**config.mk**
```make
export PLATFORM = sky130hd
export DESIGN_NAME = line_track_fsm
export DESIGN_NICKNAME = d
export VERILOG_FILES = /design/src/rtl/line_track_fsm.sv
export SDC_FILE = /design/constraint.sdc
export NUM_CORES = 1
export LEC_CHECK = 0
export BUFFER_PORTS_ARGS = -buffer_cell sky130_fd_sc_hd__buf_2
export CAP_MARGIN = 20
export CELL_PAD_IN_SITES_DETAIL_PLACEMENT = 0
export CELL_PAD_IN_SITES_GLOBAL_PLACEMENT = 1
export CORE_ASPECT_RATIO = 1.75
export CORE_MARGIN = 1.5
export CORE_UTILIZATION = 45
export DETAILED_ROUTE_END_ITERATION = 12
export PLACE_DENSITY = 0.74
export SETUP_SLACK_MARGIN = 0.3
export SYNTH_ARGS = -nofsm -noshare
export SYNTH_HDL_FRONTEND = slang
export SYNTH_SLANG_ARGS = --single-unit
```
**constraint.sdc**
```tcl
create_clock -name clk -period 1.9 [get_ports clk]
set_input_delay 0.19 -clock clk [delete_from_list [all_inputs] [get_ports clk]]
set_output_delay 0.19 -clock clk [all_outputs]
set_load 0.05 [all_outputs]
```
**src/rtl/line_track_fsm.sv**
```systemverilog
// Line-tracking decision stage: syncs and debounces three IR inputs, decodes the motor mode,
// and (with LINE_TRACK_SEARCH_EN defined) runs lost-line search/halt recovery.
module line_track_fsm #(
   parameter int unsigned SAMPLE_DIV   = 1000,
   parameter int unsigned FILT_LEN     = 8,
   parameter int unsigned LOST_TIMEOUT = 50_000_000
) (
   input  logic       clk,
   input  logic       rst,
   input  logic       left_signal,
   input  logic       mid_signal,
   input  logic       right_signal,
   output logic [2:0] mode,
   output logic       line_lost
);

   localparam int unsigned CW = $clog2(SAMPLE_DIV);
   localparam int unsigned FW = $clog2(FILT_LEN + 1);
   localparam logic [CW-1:0] TICK_LAST = CW'(SAMPLE_DIV - 1);
   localparam logic [FW-1:0] FLIP_AT   = FW'(FILT_LEN - 1);

   localparam logic [2:0] M_LEFT     = 3'b000;
   localparam logic [2:0] M_RIGHT    = 3'b001;
   localparam logic [2:0] M_STRAIGHT = 3'b010;
   localparam logic [2:0] M_STOP     = 3'b011;
   localparam logic [2:0] M_SHARP_L  = 3'b100;
   localparam logic [2:0] M_SHARP_R  = 3'b101;

   logic [2:0]          sync1_q, sync2_q;
   logic [CW-1:0]       div_q, div_d;
   logic                tick;
   logic [2:0]          filt_q, filt_d;
   logic [2:0][FW-1:0]  fcnt_q, fcnt_d;
   logic [2:0]          mode_q;
   logic                lost_q;
   logic [2:0]          dec_mode, track_mode;
   logic                dec_hold, dec_lost;

   assign mode      = mode_q;
   assign line_lost = lost_q;

   // Bit order throughout is {L,M,R}
   always_ff @(posedge clk) begin
      if (rst) begin
         sync1_q <= '0;
         sync2_q <= '0;
      end else begin
         sync1_q <= {left_signal, mid_signal, right_signal};
         sync2_q <= sync1_q;
      end
   end

   always_comb begin
      tick  = (div_q == TICK_LAST);
      div_d = tick ? '0 : div_q + CW'(1);
   end

   always_ff @(posedge clk) begin
      if (rst) div_q <= '0;
      else     div_q <= div_d;
   end

   always_comb begin
      filt_d = filt_q;
      fcnt_d = fcnt_q;
      for (int unsigned i = 0; i < 3; i++) begin
         if (tick) begin
            if (sync2_q[i] == filt_q[i]) begin
               fcnt_d[i] = '0;
            end else if (fcnt_q[i] == FLIP_AT) begin
               filt_d[i] = ~filt_q[i];
               fcnt_d[i] = '0;
            end else begin
               fcnt_d[i] = fcnt_q[i] + FW'(1);
            end
         end
      end
   end

   always_ff @(posedge clk) begin
      if (rst) begin
         filt_q <= '0;
         fcnt_q <= '0;
      end else begin
         filt_q <= filt_d;
         fcnt_q <= fcnt_d;
      end
   end

   always_comb begin
      dec_mode = M_STRAIGHT;
      dec_hold = 1'b0;
      dec_lost = 1'b0;
      case (filt_q)
         3'b010, 3'b111: dec_mode = M_STRAIGHT;
         3'b110:         dec_mode = M_LEFT;
         3'b100:         dec_mode = M_SHARP_L;
         3'b011:         dec_mode = M_RIGHT;
         3'b001:         dec_mode = M_SHARP_R;
         3'b101:         dec_hold = 1'b1;
         default:        dec_lost = 1'b1;
      endcase
      // Ambiguous 101 keeps whatever the motor is already doing
      track_mode = dec_hold ? mode_q : dec_mode;
   end

`ifdef LINE_TRACK_SEARCH_EN
   localparam int unsigned LW = $clog2(LOST_TIMEOUT);
   localparam logic [LW-1:0] LOST_LAST = LW'(LOST_TIMEOUT - 1);

   typedef enum logic [1:0] {S_IDLE, S_TRACK, S_SEARCH, S_HALT} state_t;

   state_t        state_q;
   logic          last_left_q;
   logic [LW-1:0] lost_cnt_q;
   logic [2:0]    search_mode;

   assign search_mode = last_left_q ? M_SHARP_L : M_SHARP_R;

   // Outputs are loaded with the value belonging to the state being entered
   always_ff @(posedge clk) begin
      if (rst) begin
         state_q     <= S_IDLE;
         mode_q      <= M_STOP;
         lost_q      <= 1'b0;
         last_left_q <= 1'b1;
         lost_cnt_q  <= '0;
      end else begin
         if (dec_mode == M_LEFT || dec_mode == M_SHARP_L)
            last_left_q <= 1'b1;
         else if (dec_mode == M_RIGHT || dec_mode == M_SHARP_R)
            last_left_q <= 1'b0;

         case (state_q)
            S_IDLE: begin
               if (!dec_lost) begin
                  state_q <= S_TRACK;
                  mode_q  <= track_mode;
               end
            end
            S_TRACK: begin
               if (dec_lost) begin
                  state_q    <= S_SEARCH;
                  lost_cnt_q <= '0;
                  mode_q     <= search_mode;
               end else begin
                  mode_q <= track_mode;
               end
            end
            S_SEARCH: begin
               if (!dec_lost) begin
                  state_q    <= S_TRACK;
                  lost_cnt_q <= '0;
                  mode_q     <= track_mode;
               end else if (lost_cnt_q == LOST_LAST) begin
                  state_q <= S_HALT;
                  mode_q  <= M_STOP;
                  lost_q  <= 1'b1;
               end else begin
                  if (lost_cnt_q != '1) lost_cnt_q <= lost_cnt_q + LW'(1);
                  mode_q <= search_mode;
               end
            end
            S_HALT: begin
               mode_q <= M_STOP;
               lost_q <= 1'b1;
            end
            default: begin
               state_q <= S_IDLE;
               mode_q  <= M_STOP;
               lost_q  <= 1'b0;
            end
         endcase
      end
   end
`else
   typedef enum logic {S_IDLE, S_TRACK} state_t;

   state_t state_q;

   always_ff @(posedge clk) begin
      if (rst) begin
         state_q <= S_IDLE;
         mode_q  <= M_STOP;
         lost_q  <= 1'b0;
      end else begin
         case (state_q)
            S_IDLE: begin
               if (!dec_lost) begin
                  state_q <= S_TRACK;
                  mode_q  <= track_mode;
               end
            end
            S_TRACK: begin
               if (dec_lost) begin
                  mode_q <= M_STOP;
                  lost_q <= 1'b1;
               end else begin
                  mode_q <= track_mode;
                  lost_q <= 1'b0;
               end
            end
            default: begin
               state_q <= S_IDLE;
               mode_q  <= M_STOP;
               lost_q  <= 1'b0;
            end
         endcase
      end
   end
`endif

endmodule

```
==> results of run 1 <==
## synthesized netlist by cell type, drive strengths merged (4+ instances only)
cell / instances
a21oi: 15
or4: 6
xnor2: 6
nand2: 11
xor2: 6
nor2: 9
o21ai: 7
nor2b: 7
nor3: 9
nand3: 7
and3: 5
nand4: 4
ha: 4
clkbuf: 7
dfxtp: 36
## registers in the layout, indices dropped and copies added (netlist names)
signal	count
filt_q	3
div_q	10
fcnt_q	12
state_q	1
sync2_q	3
mode	3
line_lost	1
sync1_q	3
## cell usage in the layout, fill, tap and decap left out, drive strengths merged, types with 6 or more instances in the layout
cell,count
a21oi,15
xnor2,6
nor2b,7
nor2,9
nand3,9
xor2,6
dfxtp,36
nand2,11
o21ai,7
or4,6
nor3,9
buf,19
clkbuf,7
## critical path, delay by kind of cell, from the launching register on
kind | cells | cell delay, ns
compound gates | 1 | 0.15
flops | 1 | 0.36
simple gates | 3 | 0.81
fa+ha+maj | 1 | 0.14
buf+inv | 1 | 0.14
## where the power goes
part	internal [mW]	leakage (nW)	switching, mW	total [mW]
sequential	0.766	0.293	0.00916	0.776
clock	0.463	0.0645	0.276	0.739
combinational	0.0230	0.344	0.0258	0.0488
total	1.25	0.701	0.311	1.56
## final timing paths
path / slack, ns / end / from
max: 0.24 / fcnt_q[3] / div_q[0]
min: 0.11 / sync1_q[1] / mid_signal
max reg2reg: 0.24 / fcnt_q[3] / div_q[0]
min reg2reg: 0.45 / sync2_q[1] / sync1_q[1]
## final cells by class
cell class | count | area share
clock buffers | 7 | 0.0515
clock inverters | 1 | 0.0161
inverters | 3 | 0.00602
multi-input cells | 121 | 0.443
flip-flops and latches | 36 | 0.387
well taps | 43 | 0.0288
repair buffers | 19 | 0.0676
## routing by layer
metal | vias up | part of all wire | routed length, um | track usage
li1 | 647 | - | - | -
met1 | 628 | 0.39 | 1310 | 0.217
met2 | 14 | 0.56 | 1870 | 0.358
met3 | 8 | 0.023 | 76 | 0.0539
met4 | 0 | 0.026 | 87 | 0.114
met5 | - | 0 | 0 | 0
## kinds of logic (layout without fill, tap and decap cells)
family,Yosys count,count (layout)
and+or+nand+nor,71,73
DFF,36,36
AOI/OAI and AO/OA,30,30
buffers and inverters,13,30
xor gates and xnor gates,12,12
adders and majority gates,4,4
muxes,2,2
## what timing repair did
| action | 4_1_cts | 5_1_grt |
|---|---|---|
| setup endpoints to repair | 20 | 11 |
| cloned | 2 | 0 |
| gates resized for setup | 6 | 4 |
| setup buffers | 3 | 2 |
| hold endpoints to repair | 0 | 0 |
| pin swaps | 6 | 5 |
==> impl_metrics.json, run 1 <==
{
  "syn_area_per_cell_um2": 9.15,
  "routabilityCongestion": 0.744,
  "synth_cells": 168,
  "total_power_mw": 1.56,
  "die_area_um2": 3790,
  "ant_nets": 0,
  "fin_tns_setup_ns": 0,
  "cts_tree": "built",
  "relSlewSlack": 0.708,
  "path_cells": "ha_4 -> and4bb_4 -> nand3_4 -> buf_6 -> or4_1 -> a21oi_1",
  "finClkSkew_ns": 0.00354,
  "synth_top_area_share": 0.469,
  "die_h_um": 80.3,
  "port_buffers": 8,
  "slowest_stage": "or4_1",
  "fin_cells": 230,
  "ys_warn_count": 0,
  "rsz0062_at_grt": "yes",
  "synth.mux.area_fraction": 0.0130,
  "synth_async_sr_flop_share": 0,
  "worstRegToRegCells": 6,
  "initial_core_util": 0.479,
  "crit_path_max_incr_delay_ns": 0.41,
  "synth-compound-area-share": 0.112,
  "ys_ff_latch": 36,
  "vias_per_cell": 5.64,
  "multi_input_area_um2": 828,
  "worstSkewPairLatency_ns": 0.29,
  "critPathArrivalTime_ns": 1.88,
  "maxCapViolCount": 0,
  "yosys.area_share.adder": 0.0326,
  "numCtsBuffers": 5,
  "antenna_found_initial": 0,
  "root_buffer": "clkbuf_8",
  "synth_largest_area_cell": "dfxtp_1",
  "path_clk_slew_ns": 0.07,
  "maxSlewViolCount": 0,
  "nets": 195,
  "synth_top_family_by_area": "simple AND/OR/NAND/NOR gates",
  "drive_gt1_frac": 0.203,
  "fp.dieW_um": 47.2,
  "vdd_drop_max_mv": 0.693,
  "synthFlopType": "dfxtp_1",
  "seq_area_um2": 724,
  "fin_area_um2": 1870,
  "cts-htree-levels": 2,
  "cts_hold_buf": 0,
  "period_share": 0.872,
  "grt_overflow_total": 0,
  "hold_ws_ns": 0.107,
  "fmax_mhz": 603,
  "drtIter0Drc": 38,
  "start_kind": "flop",
  "synth_edf_count": 0,
  "ios": 9,
  "wl_per_cell_um": 14.5,
  "max-clock-path-buffers": 2,
  "period_needed_ns": 1.66,
  "cts_sinks": 36,
  "dp.cells": 215,
  "crit_path_end_kind": "flop",
  "setup_viol": 0,
  "p_per_area_nw_per_um2": 836,
  "status": "completed",
  "row_count": 27,
  "post-place-ws_ns": 0.0458,
  "cp_max_fo": 5,
  "dpl_cell_area_um2": 1650,
  "hpwlAfterDp_um": 2170,
  "path_class": "flop to flop",
  "fin_ws_ns": 0.242,
  "wl_um": 3340,
  "area_growth_pct": 21.7,
  "vias": 1297,
  "grt_max_degree": 33,
  "drt_first_pass_iters": 4,
  "final_util": 0.583,
  "synth_xor_area_frac": 0.0684,
  "critical_path_required_ns": 2.13,
  "grt_pass1_vias": 1292,
  "grt_pass1_wl_um": 5670,
  "hold_class": "input port to flop",
  "drcViolationCount": 0,
  "finalHoldViolations": 0,
  "ys_types": 30,
  "synth_area_um2": 1540,
  "p_leak_nw": 0.701,
  "core_um2": 3210,
  "synth_area_leaders": "dfxtp_1, a21oi_1, xnor2_1, xor2_1, ha_1",
  "track_usage": 0.209,
  "hold_depth": 2,
  "yosys.area_share.simple": 0.271,
  "syn-num-nets": 177,
  "fillerInstances": 301,
  "ys_seq_area_frac": 0.469,
  "tightest_slew_ns": 0.435,
  "antenna_cells": 0
}
No activity file was read; power rests on OpenSTA's default activity.
==> run 2, diff against run 1 <==
--- a/config.mk
+++ b/config.mk
@@ -7,11 +7,9 @@
 export LEC_CHECK = 0
 export BUFFER_PORTS_ARGS = -buffer_cell sky130_fd_sc_hd__buf_2
 export CAP_MARGIN = 20
-export CELL_PAD_IN_SITES_DETAIL_PLACEMENT = 0
-export CELL_PAD_IN_SITES_GLOBAL_PLACEMENT = 1
 export CORE_ASPECT_RATIO = 1.75
 export CORE_MARGIN = 1.5
-export CORE_UTILIZATION = 45
+export CORE_UTILIZATION = 58
 export DETAILED_ROUTE_END_ITERATION = 12
 export PLACE_DENSITY = 0.74
 export SETUP_SLACK_MARGIN = 0.3
==> run 2 against run 1 <==
Register-to-register slack better by 0.04 ns. Setup slack better by 0.044 ns. Clock-buffer cell count is 1 lower. Hold slack improved by 0.0059 ns. First-iteration DRC count rose by 13%. Sequential share of layout area up 1.5 points. Critical endpoint is now fcnt_q[6]. Largest power group unchanged.
==> impl_metrics.json, run 2 (synthesis gave the netlist of run 1 again) <==
{
  "status": "completed",
  "maxCapViolCount": 0,
  "p_leak_nw": 0.686,
  "period_needed_ns": 1.61,
  "reg2reg_from": "div_q[1]",
  "period_share": 0.849,
  "cts_sinks": 36,
  "grt_pass1_vias": 1308,
  "path_class": "flop to flop",
  "worstSkewPairLatency_ns": 0.30,
  "internal_power_mw": 1.07,
  "routabilityCongestion": 0.794,
  "drive_gt1_frac": 0.222,
  "p_per_area_nw_per_um2": 762,
  "rsz0062_at_grt": "yes",
  "finalHoldViolations": 0,
  "dp.cells": 197,
  "cts_tree": "built",
  "die_area_um2": 2980,
  "track_usage": 0.244,
  "antenna_cells": 0,
  "fin_area_um2": 1810,
  "tightest_slew_ns": 0.459,
  "fin_tns_setup_ns": 0,
  "nets": 193,
  "vias_per_cell": 6.12,
  "vias": 1291,
  "hpwlAfterDp_um": 2010,
  "p_switching_mw": 0.307,
  "holdPathEnd": "sync1_q[1]",
  "vdd_drop_max_mv": 0.652,
  "finClkSkew_ns": 0.0101,
  "ant_nets": 0,
  "dpl_cell_area_um2": 1630,
  "largest_reg_flops": 12,
  "total_power_mw": 1.38,
  "core_um2": 2490,
  "numCtsBuffers": 5,
  "hold_depth": 2,
  "swShare": 0.222,
  "fin_cells": 211,
  "worstRegToRegCells": 5,
  "drt_first_pass_iters": 4,
  "maxSlewViolCount": 0,
  "grt_max_degree": 33,
  "antenna_found_initial": 0,
  "setup_viol": 0,
  "root_buffer": "clkbuf_8",
  "pwr-share-seq": 0.562,
  "r2r_end": "fcnt_q[6]",
  "die_h_um": 71.1,
  "wl_per_cell_um": 15.3,
  "crit_path_end_kind": "flop",
  "cts_hold_buf": 0,
  "clkPwrFrac": 0.407,
  "port_buffers": 8,
  "regMostFlops": "fcnt_q",
  "critical_path_required_ns": 2.13,
  "relSlewSlack": 0.692,
  "row_count": 24,
  "area_growth_pct": 17.9,
  "cp_max_fo": 5,
  "hold_class": "input port to flop",
  "r2r_slack_ns": 0.29,
  "drtIter0Drc": 43,
  "fmax_mhz": 620,
  "grt_overflow_total": 0,
  "final_common_cell": "dfxtp_1",
  "drcViolationCount": 0,
  "max-clock-path-buffers": 2,
  "reg.largest.list": "fcnt_q x12, div_q x10",
  "grt_pass1_wl_um": 5530,
  "cts-htree-levels": 2,
  "path_clk_slew_ns": 0.07,
  "ios": 9,
  "fp.dieW_um": 41.9,
  "wl_um": 3240,
  "combPwrFrac": 0.031,
  "min_from": "mid_signal",
  "initial_core_util": 0.616,
  "start_kind": "flop",
  "critPathArrivalTime_ns": 1.84,
  "mostFrequentLayoutCells": "dfxtp_1, a21oi_1, nand2_1"
}
## run 2: changes by cell type in the layout (fill, tap and decap cells not counted), sizes merged
cell    previous run  this run
buf               19        17
clkbuf             7         6
bufinv             1         0
clkinv             0         2
## run 2: layout make-up
cell class / count / area [um2]
clock buffer: 6 / 82.6
tap: 26 / 32.5
sequential: 36 / 729
fill: 192 / 681
clock inverter: 2 / 10.0
timing repair buffer: 17 / 108
inverter: 3 / 11.3
multi-input combinational: 121 / 838
## run 2: timing repair
action                                  CTS  global route
buffers inserted                          3             1
gates cloned                              2             0
endpoints found under the setup margin    9             9
pin swaps                                 7             3
gates resized for setup                   6             9
## run 2: stage by stage
stage	hold WS, ns	setup WS (ns)	utilization
after floorplan	0.262	0.305	-
after CTS	0.114	0.276	0.712
after global routing	0.108	0.223	0.727
after detailed placement	0.412	0.0310	0.652
after global placement	0.403	0.105	0.652
final	0.113	0.286	0.727
## run 2: routing by layer
| metal | share of wire | up-vias | global-route usage |
|---|---|---|---|
| li1 | - | 647 | - |
| met1 | 0.40 | 614 | 0.261 |
| met2 | 0.54 | 23 | 0.424 |
| met3 | 0.028 | 7 | 0.0612 |
| met4 | 0.027 | 0 | 0.143 |
| met5 | 0 | - | 0 |
## run 2: worst max-delay path by stage
stage	from	end	slack [ns]	cells past startpoint
after floorplan	div_q[1]	fcnt_q[0]	0.30	6
after global placement	div_q[1]	fcnt_q[7]	0.11	5
after detailed placement	div_q[1]	fcnt_q[7]	0.03	5
after CTS	div_q[0]	fcnt_q[8]	0.28	5
after global routing	div_q[1]	fcnt_q[10]	0.22	6
final	div_q[1]	fcnt_q[6]	0.29	5
## run 2: power by group through the flow
stage / Clock [mW] / Sequential, mW / Combinational [mW]
after floorplan: 0 / 0.791 / 0.0274
after global placement: 0 / 0.792 / 0.0391
after detailed placement: 0 / 0.793 / 0.0401
after CTS: 0.574 / 0.776 / 0.0422
after global routing: 0.604 / 0.776 / 0.0475
final: 0.563 / 0.775 / 0.0426
## run 2: critical path: stages (launching register included)
cell,delay (ns)
dfxtp_2,0.36
ha_4,0.14
and4bb_4,0.30
nand3_4,0.11
or4b_4,0.49
a21oi_1,0.15
